**config.mk**
```make
export PLATFORM = sky130hd
export DESIGN_NAME = uart_tx_fifo
export DESIGN_NICKNAME = d
export VERILOG_FILES = /design/src/rtl/uart_tx_fifo.sv
export SDC_FILE = /design/constraint.sdc
export NUM_CORES = 1
export LEC_CHECK = 0
export ABC_CLOCK_PERIOD_IN_PS = 8400
export CAP_MARGIN = 15
export CORE_ASPECT_RATIO = 1.5
export CORE_MARGIN = 2
export CORE_UTILIZATION = 65
export DETAILED_ROUTE_END_ITERATION = 10
export DONT_BUFFER_PORTS = 1
export HOLD_SLACK_MARGIN = 0.05
export PLACE_DENSITY_LB_ADDON = 0.1
export SETUP_SLACK_MARGIN = 0.4
export SYNTH_ARGS = -nofsm -noshare
export SYNTH_HDL_FRONTEND = slang
export SYNTH_SLANG_ARGS = --single-unit
```
**constraint.sdc**
```tcl
create_clock -name clk_sys -period 8.4 [get_ports clk_sys]
set_input_delay 1.26 -clock clk_sys [delete_from_list [all_inputs] [get_ports clk_sys]]
set_output_delay 1.26 -clock clk_sys [all_outputs]
set_load 0.005 [all_outputs]
```
**src/rtl/uart_tx_fifo.sv**
```systemverilog
// uart_tx_fifo: parametrised UART transmitter fed by a valid/ready word FIFO.
// Frame: start, DATA_W data bits (MSB- or LSB-first), optional parity, 1-2 stop bits.
// Optional feature: define UART_TX_BREAK_EN to add the tx_break input (line break).
module uart_tx_fifo #(
  parameter int DATA_W      = 8,
  parameter int CLK_DIV     = 434,
  parameter int FIFO_DEPTH  = 16,
  parameter int MSB_FIRST   = 1,
  parameter int PARITY_MODE = 1,
  parameter int STOP_BITS   = 1
) (
  input  logic                              clk_sys,
  input  logic                              rst_n,
  input  logic [DATA_W-1:0]                 tx_data,
  input  logic                              tx_vld,
`ifdef UART_TX_BREAK_EN
  input  logic                              tx_break,
`endif
  output logic                              tx_rdy,
  output logic                              uart_tx,
  output logic                              tx_busy,
  output logic [$clog2(FIFO_DEPTH+1)-1:0]   fifo_cnt,
  output logic                              ovf
);

  localparam int CNT_W  = $clog2(FIFO_DEPTH + 1);
  localparam int PTR_W  = $clog2(FIFO_DEPTH);
  localparam int BAUD_W = $clog2(CLK_DIV);
  localparam int IDX_W  = $clog2(DATA_W);
  localparam logic [BAUD_W-1:0] BAUD_RELOAD = BAUD_W'(CLK_DIV - 1);

  if (DATA_W < 5 || DATA_W > 9) begin : g_bad_data_w
    $error("uart_tx_fifo: DATA_W must be in 5..9");
  end
  if (CLK_DIV < 2) begin : g_bad_clk_div
    $error("uart_tx_fifo: CLK_DIV must be >= 2");
  end
  if (FIFO_DEPTH < 2 || (FIFO_DEPTH & (FIFO_DEPTH - 1)) != 0) begin : g_bad_depth
    $error("uart_tx_fifo: FIFO_DEPTH must be a power of 2 and >= 2");
  end
  if (MSB_FIRST != 0 && MSB_FIRST != 1) begin : g_bad_msb
    $error("uart_tx_fifo: MSB_FIRST must be 0 or 1");
  end
  if (PARITY_MODE < 0 || PARITY_MODE > 2) begin : g_bad_parity
    $error("uart_tx_fifo: PARITY_MODE must be 0, 1 or 2");
  end
  if (STOP_BITS != 1 && STOP_BITS != 2) begin : g_bad_stop
    $error("uart_tx_fifo: STOP_BITS must be 1 or 2");
  end

  typedef enum logic [2:0] {
    S_IDLE, S_START, S_DATA, S_PARITY, S_STOP
`ifdef UART_TX_BREAK_EN
    , S_BREAK, S_MAB
`endif
  } state_e;

  logic [DATA_W-1:0] mem_q [FIFO_DEPTH];
  logic [PTR_W-1:0]  wr_ptr_q, rd_ptr_q;
  logic [CNT_W-1:0]  cnt_q, cnt_d;
  logic              rdy_q, ovf_q, busy_q;
  logic              push, pop;
  logic [DATA_W-1:0] head;

  state_e            state_q, state_d;
  logic              uart_q, uart_d;
  logic [BAUD_W-1:0] baud_q, baud_d;
  logic [IDX_W-1:0]  idx_q, idx_d;
  logic              stop_q, stop_d;
  logic [DATA_W-1:0] data_q, data_d;
  logic              par_q, par_d;

  assign push     = tx_vld & rdy_q;
  assign head     = mem_q[rd_ptr_q];
  assign tx_rdy   = rdy_q;
  assign uart_tx  = uart_q;
  assign tx_busy  = busy_q;
  assign fifo_cnt = cnt_q;
  assign ovf      = ovf_q;

  // Data bit i of the frame, honouring the configured bit order.
  function automatic logic sel_bit(input logic [DATA_W-1:0] w, input logic [IDX_W-1:0] i);
    logic [IDX_W-1:0] j;
    j = (MSB_FIRST != 0) ? (IDX_W'(DATA_W - 1) - i) : i;
    return w[j];
  endfunction

  // FIFO occupancy next value; a refused push when full never reaches here since rdy_q is low.
  always_comb begin
    cnt_d = cnt_q;
    case ({push, pop})
      2'b10:   cnt_d = cnt_q + 1'b1;
      2'b01:   cnt_d = cnt_q - 1'b1;
      default: cnt_d = cnt_q;
    endcase
  end

  // FIFO storage; no reset needed, contents are only read behind a valid count.
  always_ff @(posedge clk_sys) begin
    if (push) mem_q[wr_ptr_q] <= tx_data;
  end

  // FIFO pointers, occupancy, ready and sticky overflow flag.
  always_ff @(posedge clk_sys or negedge rst_n) begin
    if (!rst_n) begin
      wr_ptr_q <= '0;
      rd_ptr_q <= '0;
      cnt_q    <= '0;
      rdy_q    <= 1'b0;
      ovf_q    <= 1'b0;
    end else begin
      if (push) wr_ptr_q <= wr_ptr_q + 1'b1;
      if (pop)  rd_ptr_q <= rd_ptr_q + 1'b1;
      cnt_q <= cnt_d;
      rdy_q <= (cnt_d != CNT_W'(FIFO_DEPTH));
      ovf_q <= ovf_q | (tx_vld & ~rdy_q);
    end
  end

  // Frame FSM next state; a pop from IDLE or the end of STOP loads the next start bit.
  always_comb begin
    state_d = state_q;
    uart_d  = uart_q;
    baud_d  = baud_q;
    idx_d   = idx_q;
    stop_d  = stop_q;
    data_d  = data_q;
    par_d   = par_q;
    pop     = 1'b0;
    unique case (state_q)
      S_IDLE: begin
        uart_d = 1'b1;
`ifdef UART_TX_BREAK_EN
        if (tx_break) begin
          state_d = S_BREAK;
          uart_d  = 1'b0;
        end else
`endif
        if (cnt_q != '0) pop = 1'b1;
      end
`ifdef UART_TX_BREAK_EN
      S_BREAK: begin
        uart_d = 1'b0;
        if (!tx_break) begin
          state_d = S_MAB;
          uart_d  = 1'b1;
          baud_d  = BAUD_RELOAD;
        end
      end
`endif
      default: begin
        if (baud_q != '0) begin
          baud_d = baud_q - 1'b1;
        end else begin
          baud_d = BAUD_RELOAD;
          case (state_q)
            S_START: begin
              state_d = S_DATA;
              idx_d   = '0;
              uart_d  = sel_bit(data_q, '0);
            end
            S_DATA: begin
              if (idx_q == IDX_W'(DATA_W - 1)) begin
                if (PARITY_MODE != 0) begin
                  state_d = S_PARITY;
                  uart_d  = par_q;
                end else begin
                  state_d = S_STOP;
                  uart_d  = 1'b1;
                  stop_d  = 1'b0;
                end
              end else begin
                idx_d  = idx_q + 1'b1;
                uart_d = sel_bit(data_q, idx_q + 1'b1);
              end
            end
            S_PARITY: begin
              state_d = S_STOP;
              uart_d  = 1'b1;
              stop_d  = 1'b0;
            end
            S_STOP: begin
              uart_d = 1'b1;
              if (stop_q != 1'(STOP_BITS - 1)) begin
                stop_d = 1'b1;
              end else begin
`ifdef UART_TX_BREAK_EN
                if (tx_break) begin
                  state_d = S_BREAK;
                  uart_d  = 1'b0;
                end else
`endif
                if (cnt_q != '0) pop = 1'b1;
                else             state_d = S_IDLE;
              end
            end
            default: begin
              state_d = S_IDLE;
              uart_d  = 1'b1;
            end
          endcase
        end
      end
    endcase
    if (pop) begin
      state_d = S_START;
      uart_d  = 1'b0;
      baud_d  = BAUD_RELOAD;
      data_d  = head;
      par_d   = (PARITY_MODE == 2) ? ~(^head) : (^head);
    end
  end

  // Frame FSM registers, registered line output and busy flag.
  always_ff @(posedge clk_sys or negedge rst_n) begin
    if (!rst_n) begin
      state_q <= S_IDLE;
      uart_q  <= 1'b1;
      baud_q  <= '0;
      idx_q   <= '0;
      stop_q  <= 1'b0;
      data_q  <= '0;
      par_q   <= 1'b0;
      busy_q  <= 1'b0;
    end else begin
      state_q <= state_d;
      uart_q  <= uart_d;
      baud_q  <= baud_d;
      idx_q   <= idx_d;
      stop_q  <= stop_d;
      data_q  <= data_d;
      par_q   <= par_d;
      busy_q  <= (state_q != S_IDLE) | (cnt_q != '0);
    end
  end

endmodule

```
==> impl_results.md <==
- Status: finished, final reports clean
- Clock sinks: 170
- Clock Skews: 0.00760 ns
- Port Buf Inserts: 0
- Area Growth Syn to Fin: 9.31%
- Fill cell count: 718
- Synthesis-stage register bit count: 170
- Via count: 3,686
- DRC: 0
- HP Class: register to register
- First-pass GRT wire length: 20.4 mm
- Syn_nets: approximately 450
- Worst vdd ir: 0.198 mV
- Post-CTS sizing: 0
- Worst Setup Start Kind: register
- Die Width: about 90 um
- Min cycle time layout: between 3 and 4 ns
- # setup viols final: 0
- Pwr Density: 362 nW/um2
- DR WL/cell: 21.5 um
- Number of global-route vias before repair: 3,745
- Crit Path Class: register to register
- CTS H-tree lvls: 4
- Critical Path RT: between 8 and 9 ns
- Share of cells above drive strength 1: about a fifth
- ANT cells: 0
- GRT Resource Usage Total: 23.0%
- Leakage power: 0.00275 uW
- Synth Instances: 430
- Clock slew at reported path FFs: 0.07 ns
- CTS buffer count: 17
- Most frequent cells in the layout: 128 x edfxtp_1, 40 x dfrtp_1, 37 x mux4_2
- Post-synth top area share: between 50% and 60%
- Commonest register cell after synthesis: edfxtp_1
- Postcts setup bufs: 0
- Largest fanout on the critical path: 8
- Synth warn: 0
- Gpl congestion: between 0.7 and 0.8
- Sequential element share of the synthesized area: between 60% and 70%
- Post-layout util: about 72%
- Distinct cells, synth: 48
- Element type at the critical path end: register
- Starting Density: approximately 66%
- Tightest Pin Transition: about 0.68 ns
- Post-synth EDFFs: 128
- Ys async rst share: roughly 25%
- Max Cap Violations: 0
- Total grt overflow: 0
- Site Rows: 47
- Routed Antenna Nets: 0
- Post-synth top area cell: edfxtp_1
- Die Ht: ~130 um
- IO Count: 20
- Initial antenna violation count: 0
- Syn_area_per_cell: 16.8 um2
- Pwr Total: 2860 uW
- Core Region: approximately 11,000 um2
- CTS root buffer: clkbuf_16
- Mapped Area: roughly 7200 um2
- Setup TNS Final: 0 ns
- Final Cycle Share: 41.5%
- RSZ-0062 raised after global routing: no
- Drt via density: approximately 6.2
- CTS tree: yes
- Largest net degree at the start of global routing: 43
- Slew HR: a little over half
- Die footprint: about 12,000 um2
- Top cells by area, synth: edfxtp_1 53%, dfrtp_1 14%, mux4_2 12%
- CP Data Arrival Time: ~3.8 ns
- Final wirelength: between 10 and 15 mm
- HPWL after DPL: about 8.4 mm
- Clock Path Buffers: 2
- Cts hold-fix bufs: 0
- Clk_lat worst skew: about 0.4 ns
- Nets: between 400 and 500
- Final-report max-slew violation count: 0
- F_max: around 0.29 GHz
- Most common cell after layout, fill and taps aside: edfxtp_1
- DR pass1 iterations: 5
- Final-report hold violation count: 0
- Initial drt markers: between 200 and 250
-- Yosys cell counts (all sizes together), types with 2 or more instances --
| master | count |
|---|---|
| and3 | 5 |
| nand3 | 2 |
| inv | 10 |
| clkbuf | 7 |
| a32o | 2 |
| or4 | 2 |
| nand3b | 3 |
| xnor3 | 2 |
| mux4 | 37 |
| nand2 | 22 |
| a22oi | 10 |
| or2 | 3 |
| and2 | 14 |
| a21oi | 15 |
| nor2 | 23 |
| o22ai | 2 |
| dfrtp | 41 |
| o31a | 2 |
| xnor2 | 10 |
| buf | 12 |
| nor2b | 5 |
| mux2 | 13 |
| xor2 | 8 |
| o21ai | 12 |
| mux2i | 2 |
| o21bai | 2 |
| edfxtp | 128 |
| ha | 11 |
| a211oi | 3 |
| nor3 | 8 |
-- cells by family (layout without fill, tap and decap cells) --
kind of cell | after synthesis | after routing | synth area share, %
multiplexers | 52 | 52 | 13.9
buffers and inverters | 29 | 44 | 2.05
XOR/XNOR | 20 | 20 | 2.81
adder cells (fa/ha/maj) | 11 | 11 | 1.91
AND/OR/NAND/NOR | 95 | 95 | 6.88
AO/OA/AOI/OAI | 53 | 53 | 4.65
flip-flops | 170 | 170 | 67.9
-- report_power, final --
group          switching (uW)  total (uW)  internal (uW)
logic                     460         942            482
clock network             329         751            422
registers                 110        1170           1050
total                     899        2860           1960
-- registers in the layout, summed over array words and instances (netlist names), 3 cells and up --
signal and count:
mem_q 128, baud_q 9, data_q 8, fifo_cnt 5, rd_ptr_q 4, wr_ptr_q 4, idx_q 3, state_q 3
-- metal layers --
layer | global-route usage, % | part of all wire [%] | routed length [um]
met5 | 0 | 0 | 0
met1 | 27.1 | 38 | 4800
met4 | 7.69 | 1.7 | 216
met3 | 5.01 | 3.6 | 459
met2 | 41.9 | 57 | 7230
-- layout make-up --
type | count | area (um2) | area share [%]
clock buffer | 18 | 429 | 5.44
multi-input combinational | 231 | 2170 | 27.5
timing repair buffer | 2 | 15.0 | 0.190
tap | 147 | 184 | 2.33
clock inverter | 14 | 153 | 1.94
sequential | 170 | 4900 | 62.1
inverter | 10 | 37.5 | 0.476
-- through the flow --
| step | cells | setup slack, ns | hold slack, ns | instance area, um2 |
|---|---|---|---|---|
| CTS | 592 | 4.92 | 0.465 | 7890 |
| finish | 592 | 4.91 | 0.472 | 7890 |
| floorplan | 430 | 5.14 | 0.434 | 7220 |
| detailed placement | 560 | 4.92 | 0.456 | 7310 |
| global placement | 560 | 5.05 | 0.457 | 7310 |
| global route | 592 | 4.70 | 0.502 | 7890 |
-- critical path, cell delays in order, from the launching register on --
cell and delay, ns:
dfrtp_1 0.43, inv_1 0.10, ha_1 0.14, or4b_1 0.48, o31a_1 0.30, and4b_1 0.47, xor2_1 0.12, ha_1 0.22
a21oi_1 0.26, xnor3_1 0.26, or3b_1 0.35, a21oi_1 0.14, nand3b_1 0.08
-- final timing paths --
check                               start         to  slack [ns]  depth (start not counted)
worst max-delay path            baud_q[0]     tx_rdy        4.91                         12
worst min-delay path            baud_q[8]  baud_q[8]        0.47                          1
worst max register to register  baud_q[0]     tx_rdy        4.91                         12
worst min register to register  baud_q[8]  baud_q[8]        0.47                          1
max in group asynchronous           rst_n    uart_tx        7.68                          0
min in group asynchronous           rst_n    tx_busy        0.54                          0
Power figures use the tool's default switching activity.
